<file path="src/rtl/ws2812_chain_tx.sv">
// rtl/ws2812_chain_tx.sv - WS2812B chain driver: pixel stream in, NRZ bit waveform plus latch period out
// A one-word hold register is refilled while the shift register is still sending.
module ws2812_chain_tx #(
   parameter int CLK_HZ    = 50_000_000,
   parameter int NUM_LEDS  = 8,
   parameter int CHANNELS  = 3,
   parameter int T0H_NS    = 400,
   parameter int T1H_NS    = 800,
   parameter int TBIT_NS   = 1250,
   parameter int TRESET_NS = 300_000,
   parameter int INVERT    = 0
) (
   input  logic                    clk,
   input  logic                    rst,
   input  logic                    start,
   input  logic [8*CHANNELS-1:0]   pix_data,
   input  logic                    pix_valid,
   output logic                    pix_ready,
   output logic                    busy,
   output logic                    done,
   output logic                    underrun,
   output logic                    dout
);

   localparam int MHZ        = CLK_HZ / 1_000_000;
   localparam int T0H_CYC    = (T0H_NS * MHZ) / 1000;
   localparam int T1H_CYC    = (T1H_NS * MHZ) / 1000;
   localparam int TBIT_CYC   = (TBIT_NS * MHZ) / 1000;
   localparam int TRESET_CYC = (TRESET_NS * MHZ) / 1000;
   localparam int NBITS      = 8 * CHANNELS;
   localparam int CW         = $clog2(TBIT_CYC);
   localparam int BW         = $clog2(NBITS);
   localparam int LW         = $clog2(TRESET_CYC + 1);
   localparam int NW         = $clog2(NUM_LEDS + 1);

   localparam logic [CW-1:0] T0H_W     = CW'(T0H_CYC);
   localparam logic [CW-1:0] T1H_W     = CW'(T1H_CYC);
   localparam logic [CW-1:0] TBIT_LAST = CW'(TBIT_CYC - 1);
   localparam logic [BW-1:0] BIT_LAST  = BW'(NBITS - 1);
   localparam logic [LW-1:0] LAT_LAST  = LW'(TRESET_CYC - 1);
   localparam logic [NW-1:0] NUM_W     = NW'(NUM_LEDS);
   localparam logic          INV_L     = (INVERT != 0);

   if (!(T0H_CYC >= 1 && T0H_CYC < T1H_CYC && T1H_CYC < TBIT_CYC && TRESET_CYC >= 1)) begin : g_bad_timing
      $error("ws2812_chain_tx: derived timing must satisfy 1 <= T0H < T1H < TBIT and TRESET >= 1");
   end

   typedef enum logic [1:0] {S_IDLE, S_FETCH, S_SEND, S_LATCH} state_t;

   state_t           state_q, state_d;
   logic [NBITS-1:0] shift_q, shift_d;
   logic [NBITS-1:0] hold_q, hold_d;
   logic             hold_valid_q, hold_valid_d;
   logic [CW-1:0]    cyc_q, cyc_d;
   logic [BW-1:0]    bit_q, bit_d;
   logic [LW-1:0]    latch_q, latch_d;
   logic [NW-1:0]    acc_q, acc_d;
   logic [NW-1:0]    loaded_q, loaded_d;
   logic             dout_q, dout_d;
   logic             done_q, done_d;
   logic             underrun_q, underrun_d;
   logic             load, xfer, active;
   logic [CW-1:0]    high_len;

   assign busy      = (state_q != S_IDLE);
   assign pix_ready = busy && !hold_valid_q && (acc_q < NUM_W);
   assign xfer      = pix_valid && pix_ready;
   assign done      = done_q;
   assign underrun  = underrun_q;
   assign dout      = dout_q;

   always_comb begin
      state_d      = state_q;
      shift_d      = shift_q;
      hold_d       = hold_q;
      hold_valid_d = hold_valid_q;
      cyc_d        = cyc_q;
      bit_d        = bit_q;
      latch_d      = latch_q;
      acc_d        = acc_q;
      loaded_d     = loaded_q;
      done_d       = 1'b0;
      underrun_d   = 1'b0;
      load         = 1'b0;
      active       = 1'b0;
      high_len     = '0;

      case (state_q)
         S_IDLE: begin
            // the cycle carrying done still counts as the end of the old frame
            if (start && !done_q) begin
               state_d  = S_FETCH;
               acc_d    = '0;
               loaded_d = '0;
            end
         end
         S_FETCH: begin
            if (hold_valid_q) load = 1'b1;
         end
         S_SEND: begin
            if (cyc_q == TBIT_LAST) begin
               cyc_d = '0;
               if (bit_q == BIT_LAST) begin
                  if (loaded_q == NUM_W) begin
                     state_d = S_LATCH;
                     latch_d = '0;
                  end else if (hold_valid_q) begin
                     load = 1'b1;
                  end else begin
                     underrun_d = 1'b1;
                     state_d    = S_FETCH;
                  end
               end else begin
                  bit_d   = bit_q + 1'b1;
                  shift_d = {shift_q[NBITS-2:0], 1'b0};
               end
            end else begin
               cyc_d = cyc_q + 1'b1;
            end
         end
         S_LATCH: begin
            if (latch_q == LAT_LAST) begin
               state_d = S_IDLE;
               done_d  = 1'b1;
            end else begin
               latch_d = latch_q + 1'b1;
            end
         end
         default: state_d = S_IDLE;
      endcase

      if (load) begin
         state_d      = S_SEND;
         shift_d      = hold_q;
         cyc_d        = '0;
         bit_d        = '0;
         loaded_d     = loaded_q + 1'b1;
         hold_valid_d = 1'b0;
      end
      // xfer needs an empty hold and load needs a full one, so they never collide
      if (xfer) begin
         hold_d       = pix_data;
         hold_valid_d = 1'b1;
         acc_d        = acc_q + 1'b1;
      end

      high_len = shift_d[NBITS-1] ? T1H_W : T0H_W;
      active   = (state_d == S_SEND) && (cyc_d < high_len);
      dout_d   = active ^ INV_L;
   end

   always_ff @(posedge clk) begin
      if (rst) begin
         state_q      <= S_IDLE;
         shift_q      <= '0;
         hold_q       <= '0;
         hold_valid_q <= 1'b0;
         cyc_q        <= '0;
         bit_q        <= '0;
         latch_q      <= '0;
         acc_q        <= '0;
         loaded_q     <= '0;
         dout_q       <= INV_L;
         done_q       <= 1'b0;
         underrun_q   <= 1'b0;
      end else begin
         state_q      <= state_d;
         shift_q      <= shift_d;
         hold_q       <= hold_d;
         hold_valid_q <= hold_valid_d;
         cyc_q        <= cyc_d;
         bit_q        <= bit_d;
         latch_q      <= latch_d;
         acc_q        <= acc_d;
         loaded_q     <= loaded_d;
         dout_q       <= dout_d;
         done_q       <= done_d;
         underrun_q   <= underrun_d;
      end
   end

endmodule

</file>
<file path="config.mk">
export PLATFORM = sky130hd
export DESIGN_NAME = ws2812_chain_tx
export DESIGN_NICKNAME = d
export VERILOG_FILES = /design/src/rtl/ws2812_chain_tx.sv
export SDC_FILE = /design/constraint.sdc
export NUM_CORES = 1
export LEC_CHECK = 0
export BUFFER_PORTS_ARGS = -buffer_cell sky130_fd_sc_hd__buf_2
export CAP_MARGIN = 20
export CORE_ASPECT_RATIO = 1.4
export CORE_MARGIN = 5
export CORE_UTILIZATION = 40
export CTS_BUF_LIST = sky130_fd_sc_hd__clkbuf_8
export DETAILED_ROUTE_END_ITERATION = 16
export SLEW_MARGIN = 20
export SYNTH_ARGS = -nofsm -noshare
export SYNTH_HDL_FRONTEND = slang
export SYNTH_SLANG_ARGS = --single-unit
</file>
<file path="constraint.sdc">
create_clock -name clk -period 3.8 [get_ports clk]
set_input_delay 0.19 -clock clk [delete_from_list [all_inputs] [get_ports clk]]
set_output_delay 0.19 -clock clk [all_outputs]
set_load 0.02 [all_outputs]
</file>
# Word-level counts from Yosys, hierarchy flattened
# Cells that the tools add are included.
# W data, S select, Z words.
[op_classes]
magnitude_cmp = 2
n_bitwise = 4
n_mux = 34
multipliers = 0
div_mod_pow = 0
n_shift = 0
n_addsub = 5
eq_ne = 13
reduce_logical = 25
[op_table]
columns = ["op", "count"]
rows = [
  ["$mux W24", 4],
  ["$mux W14", 4],
  ["$pmux W14 S2", 1],
  ["$mux W6", 4],
  ["$reduce_bool A2 Y1", 9],
  ["$mux W4", 4],
  ["$add A14 B1 Y14 const B", 1],
  ["$eq A14 B14 Y1 const B", 1],
  ["$mux W2", 7],
  ["$ne A2 B2 Y1 const B", 5],
  ["$add A4 B1 Y4 const B", 2],
  ["$mux W1", 8],
  ["$add A6 B1 Y6 const B", 1],
  ["$eq A2 B2 Y1 const B", 3],
  ["$eq A6 B6 Y1 const B", 1],
  ["$lt A6 B6 Y1", 1],
  ["$pmux W2 S3", 1],
  ["$reduce_and A3 Y1", 2],
  ["$add A5 B1 Y5 const B", 1],
  ["$eq A5 B5 Y1 const B", 1],
  ["$logic_and A1 B1 Y1", 5],
  ["$reduce_and A5 Y1", 1],
  ["$reduce_or A5 Y1", 1],
  ["$eq A4 B4 Y1 const B", 1],
  ["8 further kinds", 14],
]
[word_totals]
latch_bits = 0
memories = 0
elab_cells = 96
ramBits = 0
register_bits = 87
in_bits = 28
mem_bits_ro = 0

# Depth between registers and ports, before layout
[depth]
word_depth = 9
mapped_depth = 13

# Worst setup path before layout
# OpenSTA, ideal clock, no wires.
[synth_timing]
path_kind = "register to register"
from = "reg state_q[1]"
to = "reg dout_q, in the netlist dout"
stages_incl_launch_ff = 13
n_path_buf = 2
required_time_ns = 3.739
path_slack_ns = 1.020
t_arrival_ns = 2.719
cell_sequence = "dfxtp_1 -> ha_1 -> buf_2 -> and3_1 -> a41oi_1 -> or2_2 -> buf_2 -> o21ai_0 -> inv_1 -> ha_1 -> a21o_1 -> a211oi_1 -> and4b_1"
[synth_between]
elab_cells_between_ends = 21
[synth_lines]
columns = ["item", "line", "source"]
rows = [
  ["from (decl)", "50", "state_t state_q, state_d;"],
  ["from (signal assigned)", "167", "state_q <= state_d;"],
  ["$eq A2 B2 Y1 or $eq A2 B1 Y1 (tied branches)", "88", "case (state_q)"],
  ["$pmux W1 S2 or $mux W24 (tied branches)", "88", ""],
  ["$mux W24 (*)", "132", "if (load) begin"],
  ["$mux W6 (*)", "147", "high_len = shift_d[NBITS-1] ? T1H_W : T0H_W;"],
  ["net high_len[3]", "63", "logic [CW-1:0] high_len;"],
  ["$lt A6 B6 Y1 (*)", "148", "active = (state_d == S_SEND) && (cyc_d < high_len);"],
  ["$logic_and A1 B1 Y1 (*)", "148", ""],
  ["to (signal assigned)", "176", "dout_q <= dout_d;"],
  ["to (decl)", "59", "logic dout_q, dout_d;"],
]
# The timed path passes the listed nets; every way through them passes the cells marked *. The select of a mux whose other input is x is not followed.
# A chain may end at the register's enable or synchronous reset.

# Final worst setup path
# Same ends and word-level chain as after synthesis.

==> results.yml <==
synth:
  synthMuxAreaShare_pct: 6.248
  yosysTopAreaCellShare_pct: 43.27
  dominantRegCellSynth: "dfxtp_1"
  synth-xor-area-share_pct: 1.306
  ys_ff_latch: 87
  synth-simple-area-share_pct: 22.97
  syn-num-nets: 509
  synth_edf_count: 0
  synth_compound_area_share_pct: 17.56
  ys_seq_area_share_pct: 43.27
  synthArstFlopShare_pct: 0
  yosys_warnings: 0
  synthAdderAreaFrac_pct: 4.663
  syn_avg_cell_area_sq_um: 8.638
  syn_area_sq_um: 4025
  synth.distinct_cells: 46
  synth_area_leaders: "dfxtp_1 (43%), a21oi_1 (6.1%), mux2i_1 (6.0%)"
  synth_area_leader_cell: "dfxtp_1"
  synth_top_family_by_area: "simple AND/OR/NAND/NOR gates"
  netlist_instances: 466
clocking:
  cts_tree: "done"
  holdBufCountCts: 0
  clkLatencyLatePin_ns: 0.36
  cts_root_buffer: "clkbuf_8"
  post_cts.repair.setup_buffers: 0
  cts_buffers: 9
  ctsResizeCount: 0
  cts.htree.levels: 3
  cts.sinks: 87
  clk_pin_slew_ns: 0.09
  cts_buffer_depth: 2
timing:
  rsz0062_at_grt: "no"
  hold_violations: 0
  max_freq_ghz: 0.3307
  period_needed_ns: 3.024
  timing.setup.tns_ns: 0
  slew_viol_final: 0
  fin_crit_sh_pct: 79.58
  slew_headroom_pct: 44.03
  clock-skew-final_ns: 0.01586
  timing.hold.ws_ns: 0.05392
  tightest_slew_ns: 0.8375
  setup_viol: 0
route:
  drt-wirelength-per-cell_um: 13.65
  drc: 0
  wl_met3_um: 262
  wl_met2_mm: 4.391
  viasPerCell: 5.338
  top_layer_used: "met4"
  dr.pass1.iters: 4
  drtAntennaViolNets: 0
  drt-met1-wl_mm: 3.643
  drt_wl_total_mm: 8.557
  dr_total_vias: 3347
  drt_first_iter_violations: 117
power_and_ir_drop:
  ir_drop_uv: 254.4
  power_density_nw_per_um2: 399.7
  power_leakage_nw: 1.627
setup_path:
  max_stage_delay_ns: 0.45
  setup.worst_path.end: "dout"
  path_depth: 10
  timing.rr.start: "state_q[1]"
  critPathRequiredTime_ns: 4.10
  crit_path_end_kind: "register"
  r2r_cells: 10
  cp_cell_sequence: "ha_1 -> and3_1 -> a41oi_1 -> or2_2 -> o21ai_0 -> inv_1 -> ha_1 -> a21o_1 -> a211oi_1 -> and4b_1"
  r2r-end: "dout"
  crit_top_cell: "ha_1"
  path_delay_family: "compound AO/OA/AOI/OAI gates"
  crit_path_start_kind: "register"
  ff2ff_setup_slack_ns: 0.78
  critical_path_arrival_ns: 3.32
  cpMaxStageDelayCell: "dfxtp_1"
  critPathLaunch: "state_q[1]"
  crit_type: "reg2reg"
  cp_num_buf_inv: 1
  critPathMaxFanout: 10
floorplan:
  num_io_pins: 33
  start_util_pct: 40.66
  die_y_um: 128.7
  dieArea_sq_um: 12200
  core_area_sq_um: 9899
  die_x_um: 94.78
  std_cell_rows: 43
layout:
  antenna_cells: 0
  layout_common_cells: "dfxtp_1 (87), nand2_1 (64), a21oi_1 (49), nor2_1 (36), buf_2 (32)"
  mostFrequentLayoutCell: "dfxtp_1"
  area_growth_pct: 12.40
  nets: 530
  n_fill_cell: 1046
  drive_above_1_share_pct: 12.20
placed_design:
  numPortBuffers: 32
  hpwl_mm: 5.938
  routabilityCongestion: 0.8551
global_route:
  track_usage_pct: 14.91
  grt_antenna_before_repair: 0
  grt_pass1_wl_mm: 14.72
  grt_max_degree: 55
  grt_pass1_vias: 3296
  gr-total-overflow: 0
worst_hold_path:
  hold_path_class: "in2reg"
flow_run:
  drv_cap: 0
outcome:
  status: "complete, no violations"
report_power, final:
group / total [mW] / internal, mW / switching [mW]
combinational: 0.118 / 0.0430 / 0.0752
clock: 0.747 / 0.399 / 0.348
sequential: 0.943 / 0.930 / 0.0125
cell usage after synthesis (2+ instances only):
master,count
xor2_1,5
or3_1,4
a211oi_1,23
o21ai_0,10
and3_1,7
nor2_1,36
nand2_1,64
nor2b_1,4
clkbuf_1,14
ha_1,15
inv_1,12
o21a_1,2
a21o_1,2
and2_1,3
nor3_1,8
o31a_1,2
a21oi_1,49
nand4_1,9
a31oi_1,2
and4_1,2
nand2b_1,4
nor4_1,8
and4b_1,2
buf_2,8
dfxtp_1,87
mux2i_1,24
a41oi_1,2
o31ai_1,8
buf_1,6
nand4bb_1,2
nand3_1,12
o221ai_1,2
or4_1,9
nand3b_1,7
through the flow:
step	util [%]	cell area, sq um	instances	total power, mW	setup slack [ns]
after floorplan	-	4025	466	1.043	1.020
after global placement	43.33	4289	611	1.083	0.9270
after detailed placement	43.33	4289	611	1.085	0.8165
after CTS	45.70	4524	627	1.831	0.7781
after global routing	45.70	4524	627	1.882	0.5068
final	45.70	4524	627	1.808	0.7759
worst register-to-register path, stage by stage (launching register included):
cell and delay [ns]:
dfxtp_1 0.45, ha_1 0.38, and3_1 0.26, a41oi_1 0.18, or2_2 0.35, o21ai_0 0.37
inv_1 0.09, ha_1 0.30, a21o_1 0.16, a211oi_1 0.22, and4b_1 0.21
layout make-up:
cell class	instances	area, sq um	area share, %
timing repair buffer	38	205.2	4.535
clock inverter	6	97.59	2.157
clock buffer	10	137.6	3.042
multi-input combinational	339	2128	47.04
inverter	12	45.04	0.9956
sequential	87	1742	38.50
tap	135	168.9	3.733
cells by family after synthesis:
family | Yosys count
buf+inv | 40
mux | 25
fa+ha+maj | 15
compound gates | 109
flops | 87
xor+xnor | 6
simple gates | 184
how the worst min path moves through the flow:
stage | start | to | slack, ns | depth (start not counted)
after floorplan | pix_data[0] | hold_q[0] | 0.33 | 2
after global placement | pix_data[11] | hold_q[11] | 0.43 | 3
after detailed placement | pix_data[11] | hold_q[11] | 0.44 | 3
after CTS | pix_data[11] | hold_q[11] | 0.04 | 3
after global routing | pix_data[2] | hold_q[2] | 0.05 | 3
final | pix_data[10] | hold_q[10] | 0.05 | 3
sequential cells by signal, summed over array words and instances, names as in the netlist:
name / cells
hold_valid_q: 1
acc_q: 4
dout: 1
done: 1
cyc_q: 6
latch_q: 14
state_q: 2
hold_q: 24
underrun: 1
shift_q: 24
loaded_q: 4
bit_q: 5
routing by layer:
metal,track usage (%),up-vias
met5,0,-
met4,7.307,0
met3,2.339,19
met2,27.45,54
met1,16.30,1547
li1,-,1727
Power figures use the tool's default switching activity.
